File: config.mk
export PLATFORM = sky130hd
export DESIGN_NAME = spi_master
export DESIGN_NICKNAME = d
export VERILOG_FILES = /design/src/rtl/spi_pkg.sv /design/src/rtl/spi_master.sv
export SDC_FILE = /design/constraint.sdc
export NUM_CORES = 1
export LEC_CHECK = 0
export ABC_AREA = 1
export CAP_MARGIN = 20
export CORE_ASPECT_RATIO = 2
export CORE_MARGIN = 2
export CORE_UTILIZATION = 55
export CTS_BUF_LIST = sky130_fd_sc_hd__clkbuf_4 sky130_fd_sc_hd__clkbuf_8
export DETAILED_ROUTE_END_ITERATION = 10
export HOLD_SLACK_MARGIN = 0.08
export PLACE_DENSITY = 0.81
export SYNTH_ARGS = -nofsm -noshare
export SYNTH_HDL_FRONTEND = slang
export SYNTH_SLANG_ARGS = --single-unit
File: constraint.sdc
create_clock -name clk -period 2 [get_ports clk]
set_clock_uncertainty 0.05 [all_clocks]
set_input_delay 0.4 -clock clk [delete_from_list [all_inputs] [get_ports clk]]
set_output_delay 0.4 -clock clk [all_outputs]
set_load 0.01 [all_outputs]
File: src/rtl/spi_pkg.sv
// Shared SPI definitions: frame command encodings, master FSM states and a
// small constant helper. Imported by spi_master and available to the slave.
// No ports; compile before any file that imports it.
package spi_pkg;

  typedef enum logic [1:0] {
    CMD_WR_ADDR = 2'b00,
    CMD_WR_DATA = 2'b01,
    CMD_RD_ADDR = 2'b10,
    CMD_RD_DATA = 2'b11
  } cmd_e;

  typedef enum logic [2:0] {
    IDLE = 3'd0,
    SEL  = 3'd1,
    SEND = 3'd2,
    GAP  = 3'd3,
    RECV = 3'd4,
    END  = 3'd5
  } state_e;

  function automatic int max_int(input int a, input int b);
    return (a > b) ? a : b;
  endfunction

endpackage

File: src/rtl/spi_master.sv
// SPI master: sends {cmd,data_in} MSB first on MOSI, and on a read-data frame
//   waits RD_GAP cycles then captures ADDR_SIZE bits from MISO into rd_data.
// Latency: done ADDR_SIZE+3 edges after accept (write/read-addr), or
//   2*ADDR_SIZE+RD_GAP+3 edges after accept (read-data).
// Backpressure: start is taken only in IDLE or in the END cycle; while busy it
//   is ignored, the requester must hold it.
// Ports: clk, rst_n, start, cmd[1:0], data_in -> busy, done, rd_data, rd_valid,
//   SS_n, MOSI; MISO in.
// Option: SPI_MASTER_SEQ_CHECK_EN adds output err and rejects cmd 01 not
//   preceded by 00 and cmd 11 not preceded by 10.
module spi_master
  import spi_pkg::*;
#(
  parameter int ADDR_SIZE = 8,
  parameter int RD_GAP    = 2
) (
  input  logic                 clk,
  input  logic                 rst_n,
  input  logic                 start,
  input  logic [1:0]           cmd,
  input  logic [ADDR_SIZE-1:0] data_in,
  output logic                 busy,
  output logic                 done,
  output logic [ADDR_SIZE-1:0] rd_data,
  output logic                 rd_valid,
  output logic                 SS_n,
  output logic                 MOSI,
`ifdef SPI_MASTER_SEQ_CHECK_EN
  input  logic                 MISO,
  output logic                 err
`else
  input  logic                 MISO
`endif
);

  localparam int FRAME_W = ADDR_SIZE + 2;
  localparam int CNT_W   = $clog2(max_int(FRAME_W, RD_GAP) + 1);

  // Counter runs load..0, so each load is the state length minus one.
  localparam logic [CNT_W-1:0] SEND_LOAD = CNT_W'(FRAME_W - 1);
  localparam logic [CNT_W-1:0] GAP_LOAD  = CNT_W'((RD_GAP > 0) ? RD_GAP - 1 : 0);
  localparam logic [CNT_W-1:0] RECV_LOAD = CNT_W'(ADDR_SIZE - 1);

  state_e               state_q, state_d;
  logic [CNT_W-1:0]     cnt_q, cnt_d;
  logic [FRAME_W-1:0]   tx_q;
  logic [ADDR_SIZE-1:0] rx_q, rx_next, rd_data_q;
  logic [1:0]           frame_cmd_q;
  logic                 can_accept, seq_ok, accept, cnt_zero;

  // END also accepts, so back-to-back frames see SS_n high for one cycle only.
  assign can_accept = start && ((state_q == IDLE) || (state_q == END));
  assign accept     = can_accept && seq_ok;
  assign cnt_zero   = (cnt_q == '0);
  assign rx_next    = (rx_q << 1) | ADDR_SIZE'(MISO);

`ifdef SPI_MASTER_SEQ_CHECK_EN
  logic [1:0] last_cmd_q;
  logic       err_q;

  assign seq_ok = !(((cmd == CMD_WR_DATA) && (last_cmd_q != CMD_WR_ADDR)) ||
                    ((cmd == CMD_RD_DATA) && (last_cmd_q != CMD_RD_ADDR)));

  // Tracker starts as "read-data" so neither data command is legal until its
  // address command has been sent.
  always_ff @(posedge clk or negedge rst_n) begin
    if (!rst_n) begin
      last_cmd_q <= CMD_RD_DATA;
      err_q      <= 1'b0;
    end else begin
      err_q <= can_accept && !seq_ok;
      if (accept) last_cmd_q <= cmd;
    end
  end

  assign err = err_q;
`else
  assign seq_ok = 1'b1;
`endif

  always_comb begin
    state_d = state_q;
    cnt_d   = cnt_q;
    case (state_q)
      IDLE: if (accept) state_d = SEL;
      SEL: begin
        state_d = SEND;
        cnt_d   = SEND_LOAD;
      end
      SEND: begin
        if (!cnt_zero) begin
          cnt_d = cnt_q - CNT_W'(1);
        end else if (frame_cmd_q != CMD_RD_DATA) begin
          state_d = END;
        end else if (RD_GAP == 0) begin
          state_d = RECV;
          cnt_d   = RECV_LOAD;
        end else begin
          state_d = GAP;
          cnt_d   = GAP_LOAD;
        end
      end
      GAP: begin
        if (!cnt_zero) begin
          cnt_d = cnt_q - CNT_W'(1);
        end else begin
          state_d = RECV;
          cnt_d   = RECV_LOAD;
        end
      end
      RECV: begin
        if (!cnt_zero) cnt_d = cnt_q - CNT_W'(1);
        else           state_d = END;
      end
      END:     state_d = accept ? SEL : IDLE;
      default: state_d = IDLE;
    endcase
  end

  always_ff @(posedge clk or negedge rst_n) begin
    if (!rst_n) begin
      state_q <= IDLE;
      cnt_q   <= '0;
    end else begin
      state_q <= state_d;
      cnt_q   <= cnt_d;
    end
  end

  // tx_q is not shifted in SEL: its MSB (cmd[1]) is driven there and again as
  // the first SEND bit.
  always_ff @(posedge clk or negedge rst_n) begin
    if (!rst_n) begin
      tx_q        <= '0;
      rx_q        <= '0;
      rd_data_q   <= '0;
      frame_cmd_q <= '0;
    end else begin
      if (accept) begin
        tx_q        <= {cmd, data_in};
        frame_cmd_q <= cmd;
      end else if (state_q == SEND) begin
        tx_q <= tx_q << 1;
      end
      if (state_q == RECV) begin
        rx_q <= rx_next;
        // Load on the last sample so rd_data is already valid during END.
        if (cnt_zero) rd_data_q <= rx_next;
      end
    end
  end

  assign busy     = (state_q != IDLE);
  assign done     = (state_q == END);
  assign rd_valid = (state_q == END) && (frame_cmd_q == CMD_RD_DATA);
  assign rd_data  = rd_data_q;
  assign SS_n     = !((state_q == SEL) || (state_q == SEND) ||
                      (state_q == GAP) || (state_q == RECV));
  assign MOSI     = ((state_q == SEL) || (state_q == SEND)) ? tx_q[FRAME_W-1] : 1'b0;

endmodule

==> out/qor.yml, run 1 <==
run_status: "finished, final reports clean"
routed_wire_length_per_instance_um: 13.8
drt-initial-drc-count: 33
ys_ff_latch: 34
ir_worst_vdd_mv: 1.02
synth-main-ff-cell: "dfrtp_1"
placement.cell_area_sq_um: 2030
placed_cells: 255
rsz_0062_raised_after_global_routing: "no"
hp-class: "reg -> reg"
power_density_nw_per_um2: 1570
synthDominantAreaCellType: "dfrtp_1"
grt_antenna_before_repair: 0
post_layout_nonfiller_instances: 268
antenna_violating_nets_post_route: 0
antennaDiodeCount: 0
cp-start-kind: "flop"
mappedNetlistArea_sq_um: 1700
syn2layout_area_growth_pct: 29.1
cts_max_path_buffers: 2
dr_total_vias: 1465
worst-endpoint-required_ns: 1.55
fin_crit_sh_pct: 98.3
remaining_drc_errors: 0
dp.final_hpwl_um: 2730
worst-r2r-setup-slack_ns: 0.23
sequential_share_of_the_synthesized_area_pct: 49.9
timing.rr.end: "cnt_q[3]$_DFFE_PN0P_"
register_area_sq_um: 853
port_buffers: 26
area_occupied_by_multi_input_gates_sq_um: 724
final-max-slew-violation-count: 0
worst_pin_slew_ns: 0.425
layout.cell_area.non_filler_sq_um: 2200
detail_route.vias_per_cell: 5.47
crit_path_end_kind: "output pin"
synth.most_common_cell: "nand2_1"
r2r_start: "cnt_q[0]$_DFFE_PN0P_"
clk_latency_ns: 0.28
cts_max_level: 2
post_synth.cell_area_avg_sq_um: 8.69
path_clk_slew_ns: 0.07
overflow: 0
initial_core_util_pct: 57.9
dr.pass1.iters: 4
cp_max_fo: 5
ys_warn_count: 0
cts_tree: "yes"
grt.total_usage_pct: 23.3
finalHoldViolCount: 0
final_net_count: 252
peak_freq_mhz: 509
first_global_vias: 1432
design.die.area_sq_um: 3590
finalWorstPathRequiredPeriod_ns: 1.97
io-pin-count: 27
whs_endpoint: "rd_data[1]$_DFFE_PN0P_"
relSlewSlack_pct: 71.6
report.final.setup_viol: 0
dieHeight_um: 82.7
post_synth_inst_count: 196
synth-edff-count: 0
max-cap-violations: 0
drive_above_1_share_pct: 20.2
pin_count_of_the_biggest_net_entering_global_routing: 35
die_x_um: 43.4
placeableCoreArea_sq_um: 2940
min_delay_path_depth: 2
fillers: 231
wl_um: 3710
ws_path_type: "reg -> out"
postSynthNetCount: 211
numCtsBuffers: 5
synthArstFlopShare_pct: 100
min-delay-start: "rd_data[1]$_DFFE_PN0P_"
worst_ep_arrival_ns: 1.52
top_cells_by_area_synth: "dfrtp_1 (50%), nand2_1 (12%), inv_1 (5.1%)"
clkSinkCount: 34
reg2reg_depth: 7
cts_root_buffer: "clkbuf_8"
fin_tns_setup_ns: 0
synthTopCellsByCount: "nand2_1 (53), dfrtp_1 (34), inv_1 (23)"
core.rowCount: 28
synth_top_cell_area_share_pct: 49.9
synth.lib_cells_used.distinct: 25
globalplace.congestion: 0.833
grt_pass1_wl_um: 6240
leakagePower_nw: 1.09
area by class of cell:
class | count | area share [%]
Sequential cell | 34 | 38.8
Timing Repair Buffer | 37 | 15.2
Clock buffer | 5 | 3.13
Inverter | 28 | 5.12
Clock inverter | 3 | 3.13
Multi-Input combinational cell | 131 | 32.9
Tap cell | 30 | 1.71
metal layers:
| layer | up-vias | part of all wire, % | track usage [%] |
|---|---|---|---|
| met5 | - | 0 | 0 |
| met4 | 0 | 3.4 | 12.7 |
| met3 | 14 | 3.5 | 4.57 |
| met2 | 42 | 57 | 43.6 |
| met1 | 699 | 36 | 23.2 |
| li1 | 710 | - | - |
cell usage in the layout (no fill, tap or decap), types with 6 or more instances in the layout:
master and n:
nand2_1 53, dfrtp_1 32, inv_1 22, clkdlybuf4s50_1 22, o21ai_0 15, nand3_1 14
o21ai_1 14, buf_4 11, nand2_4 6
kinds of logic (layout without fill, tap and decap cells):
logic type / after synthesis / count (layout) / synth area share, %
buf+inv: 31 / 73 / 7.86
xor+xnor: 1 / 1 / 0.514
simple gates: 90 / 90 / 26.9
mux: 1 / 1 / 0.661
fa+ha+maj: 1 / 1 / 0.734
compound gates: 38 / 38 / 13.4
flops: 34 / 34 / 49.9
through the flow:
stage	utilization (%)	power [mW]	hold WS, ns	worst slack [ns]
2_1_floorplan	-	2.14	0.0544	0.370
3_3_place_gp	68.8	2.55	0.412	0.155
3_5_place_dp	68.8	2.63	0.425	0.115
4_1_cts	74.4	3.43	0.447	0.0109
5_1_grt	74.7	3.67	0.465	0.00464
6_report	74.7	3.45	0.437	0.0342
worst max-delay path, cell delays in order (launching register included):
cell             delay [ns]
dfrtp_2                0.47
nor2_4                 0.17
nand2_2                0.10
clkdlybuf4s50_1        0.49
power breakdown:
group          switching (mW)  total, mW  leakage, nW  internal, mW
Sequential              0.149       1.11        0.429         0.957
Combinational           0.933       1.58        0.593         0.650
Clock                   0.259      0.759       0.0683         0.499
worst max path at each step:
stage          depth (start not counted)                    from  slack (ns)   end
2_1_floorplan                          6  state_q[2]$_DFFE_PN0P_        0.37  MOSI
6_report                               3  state_q[0]$_DFFE_PN0P_        0.03  busy
3_3_place_gp                           6  state_q[2]$_DFFE_PN0P_        0.15  MOSI
5_1_grt                                4  state_q[2]$_DFFE_PN0P_       0.005  busy
4_1_cts                                3  state_q[0]$_DFFE_PN0P_        0.01  busy
3_5_place_dp                           4  state_q[1]$_DFFE_PN0P_        0.11  MOSI
sequential cells by signal, indices dropped and copies added (netlist names):
name,count
cnt_q,4
frame_cmd_q,2
rd_data,8
rx_q,7
state_q,3
tx_q,10
timing repair:
item | 4_1_cts | 5_1_grt
resized for setup | 8 | 2
buffers inserted | 3 | 2
setup endpoints to repair | 5 | 2
hold buffers | 0 | 0
Power figures use the tool's default switching activity.
==> run 2: changes to the inputs <==
--- a/config.mk
+++ b/config.mk
@@ -14,6 +14,7 @@
 export DETAILED_ROUTE_END_ITERATION = 10
 export HOLD_SLACK_MARGIN = 0.08
 export PLACE_DENSITY = 0.81
+export SLEW_MARGIN = 20
 export SYNTH_ARGS = -nofsm -noshare
 export SYNTH_HDL_FRONTEND = slang
 export SYNTH_SLANG_ARGS = --single-unit
==> results of run 2 <==
Final layout, timing and power as in run 1 (identical DEF).
==> run 3: changes to the inputs <==
--- a/config.mk
+++ b/config.mk
@@ -9,12 +9,13 @@
 export CAP_MARGIN = 20
 export CORE_ASPECT_RATIO = 2
 export CORE_MARGIN = 2
-export CORE_UTILIZATION = 55
+export CORE_UTILIZATION = 50
 export CTS_BUF_LIST = sky130_fd_sc_hd__clkbuf_4 sky130_fd_sc_hd__clkbuf_8
 export DETAILED_ROUTE_END_ITERATION = 10
 export HOLD_SLACK_MARGIN = 0.08
-export PLACE_DENSITY = 0.81
+export PLACE_DENSITY = 0.75
 export SLEW_MARGIN = 20
 export SYNTH_ARGS = -nofsm -noshare
 export SYNTH_HDL_FRONTEND = slang
 export SYNTH_SLANG_ARGS = --single-unit
+export TNS_END_PERCENT = 1
==> out/qor.yml, run 3 (same netlist as run 1, synthesis figures left out) <==
run_status: "finished, final reports clean"
ws_path_type: "reg -> out"
cts_max_path_buffers: 2  # unchanged
crit_path_end_kind: "output pin"
placeableCoreArea_sq_um: 3340  # +14%
post_layout_nonfiller_instances: 265  # -1.1%
dieHeight_um: 86.6  # +4.6%
final-max-slew-violation-count: 0  # unchanged
register_area_sq_um: 853  # unchanged
cp-start-kind: "flop"
clk_latency_ns: 0.28  # about the same
layout.cells.most_common_list: "nand2_1 (53), dfrtp_1 (32), inv_1 (22), clkdlybuf4s50_1 (21), o21ai_0 (15)"
r2r_start: "cnt_q[0]$_DFFE_PN0P_"
hp-class: "reg -> reg"
largest_register: "tx_q"
design.die.area_sq_um: 3920  # +9.3%
grt_pass1_wl_um: 6120  # -1.9%
fin_crit_sh_pct: 97.3  # -1.0 points
remaining_drc_errors: 0  # unchanged
number_of_flip_flops_in_the_largest_register: 10  # unchanged
final_net_count: 248  # -1.6%
reg2reg_depth: 7  # unchanged
ir_worst_vdd_mv: 1.15  # +13%
leakagePower_nw: 1.08  # -0.51%
drive_above_1_share_pct: 18.5  # -1.7 points
cts_tree: "yes"
drt-initial-drc-count: 36  # +9.1%
cts_root_buffer: "clkbuf_8"
dr_total_vias: 1418  # -3.2%
clkSinkCount: 34  # unchanged
globalplace.congestion: 0.870  # +4.5%
timing.rr.end: "cnt_q[3]$_DFFE_PN0P_"
rsz_0062_raised_after_global_routing: "no"
min_delay_path_depth: 2  # unchanged
syn2layout_area_growth_pct: 27.0
port_buffers: 26  # unchanged
dr.pass1.iters: 4  # unchanged
grt_antenna_before_repair: 0  # unchanged
min-delay-start: "frame_cmd_q[0]$_DFFE_PN0P_"
whs_endpoint: "frame_cmd_q[0]$_DFFE_PN0P_"
antennaDiodeCount: 0  # unchanged
placement.cell_area_sq_um: 2030  # +0.12%
finalHoldViolCount: 0  # unchanged
pin_count_of_the_biggest_net_entering_global_routing: 35  # unchanged
overflow: 0  # unchanged
grt.total_usage_pct: 21.4  # -1.9 points
finalCoreUtilization_pct: 64.8  # -10 points
routed_wire_length_per_instance_um: 13.1  # -5.5%
layout.cell_area.non_filler_sq_um: 2160  # -1.6%
dp.final_hpwl_um: 2520  # -7.7%
wl_um: 3460  # -6.6%
worst_pin_slew_ns: 0.438  # +0.0125 ns
path_clk_slew_ns: 0.07  # about the same
max-cap-violations: 0  # unchanged
initial_core_util_pct: 51.0  # -6.9 points
fillers: 280  # +21%
first_global_vias: 1461  # +2.0%
peak_freq_mhz: 514  # +1.0%
power_density_nw_per_um2: 1500  # -4.3%
core.rowCount: 30  # +7.1%
worst_ep_arrival_ns: 1.50  # -0.02 ns
area_occupied_by_multi_input_gates_sq_um: 729  # +0.69%
io-pin-count: 27  # unchanged
placed_cells: 257  # +0.78%
numCtsBuffers: 5  # unchanged
cp_max_fo: 6  # +1
relSlewSlack_pct: 70.8  # -0.83 points
detail_route.vias_per_cell: 5.35  # -2.1%
cts_max_level: 2  # unchanged
worst-r2r-setup-slack_ns: 0.25  # +0.02 ns
report.final.setup_viol: 0  # unchanged
layout_commonest_cell: "nand2_1"
worst-endpoint-required_ns: 1.55  # about the same
die_x_um: 45.3  # +4.4%
finalWorstPathRequiredPeriod_ns: 1.95  # -0.0202 ns
antenna_violating_nets_post_route: 0  # unchanged
hold_buffers: 0  # unchanged
run 3: metrics by stage:
stage          hold slack [ns]  setup TNS, ns  power [mW]  setup WS, ns
6_report                 0.433              0        3.25        0.0544
5_1_grt                  0.455              0        3.53       0.00157
4_1_cts                  0.436         -0.164        3.25        -0.101
3_5_place_dp             0.420              0        2.60         0.132
3_3_place_gp             0.417              0        2.57         0.144
2_1_floorplan           0.0544              0        2.14         0.370
run 3: layer usage:
metal  track usage (%)  up-vias  share of wire [%]
li1                  -      704                  -
met4              11.5        0                2.1
met3              4.58        4                3.1
met1              24.1      683                 38
met2              35.8       27                 56
met5                 0        -                  0
run 3: power breakdown:
group | internal [mW] | total (mW) | switching, mW | leakage [nW]
combinational | 0.611 | 1.50 | 0.890 | 0.598
sequential | 0.958 | 1.11 | 0.152 | 0.429
clock | 0.398 | 0.635 | 0.236 | 0.0573
total | 1.97 | 3.25 | 1.28 | 1.08
run 3: cell type report:
type | count | area share (%)
inverter | 28 | 5.32
sequential | 34 | 39.4
multi-input combinational | 131 | 33.7
tap | 32 | 1.85
clock inverter | 1 | 1.39
timing repair buffer | 33 | 14.5
clock buffer | 6 | 3.82
run 3: critical path, stage by stage, from the launching register on:
cell and delay [ns]:
dfrtp_2 0.46, buf_4 0.17, nor2_4 0.14, inv_4 0.04, a21oi_1 0.12, dlygate4sd2_1 0.28
run 3: what timing repair did:
item | in CTS | in global routing
setup buffers | 0 | 1
hold endpoints to repair | 0 | 0
setup endpoints to repair | 5 | 2
resized for setup | 8 | 3
run 3: how the worst max path moves through the flow:
stage,startpoint,to,cells after the start
4_1_cts,state_q[0]$_DFFE_PN0P_,SS_n,6
3_3_place_gp,state_q[1]$_DFFE_PN0P_,MOSI,4
2_1_floorplan,state_q[2]$_DFFE_PN0P_,MOSI,6
3_5_place_dp,state_q[1]$_DFFE_PN0P_,MOSI,4
5_1_grt,state_q[0]$_DFFE_PN0P_,MOSI,5
6_report,state_q[0]$_DFFE_PN0P_,MOSI,5
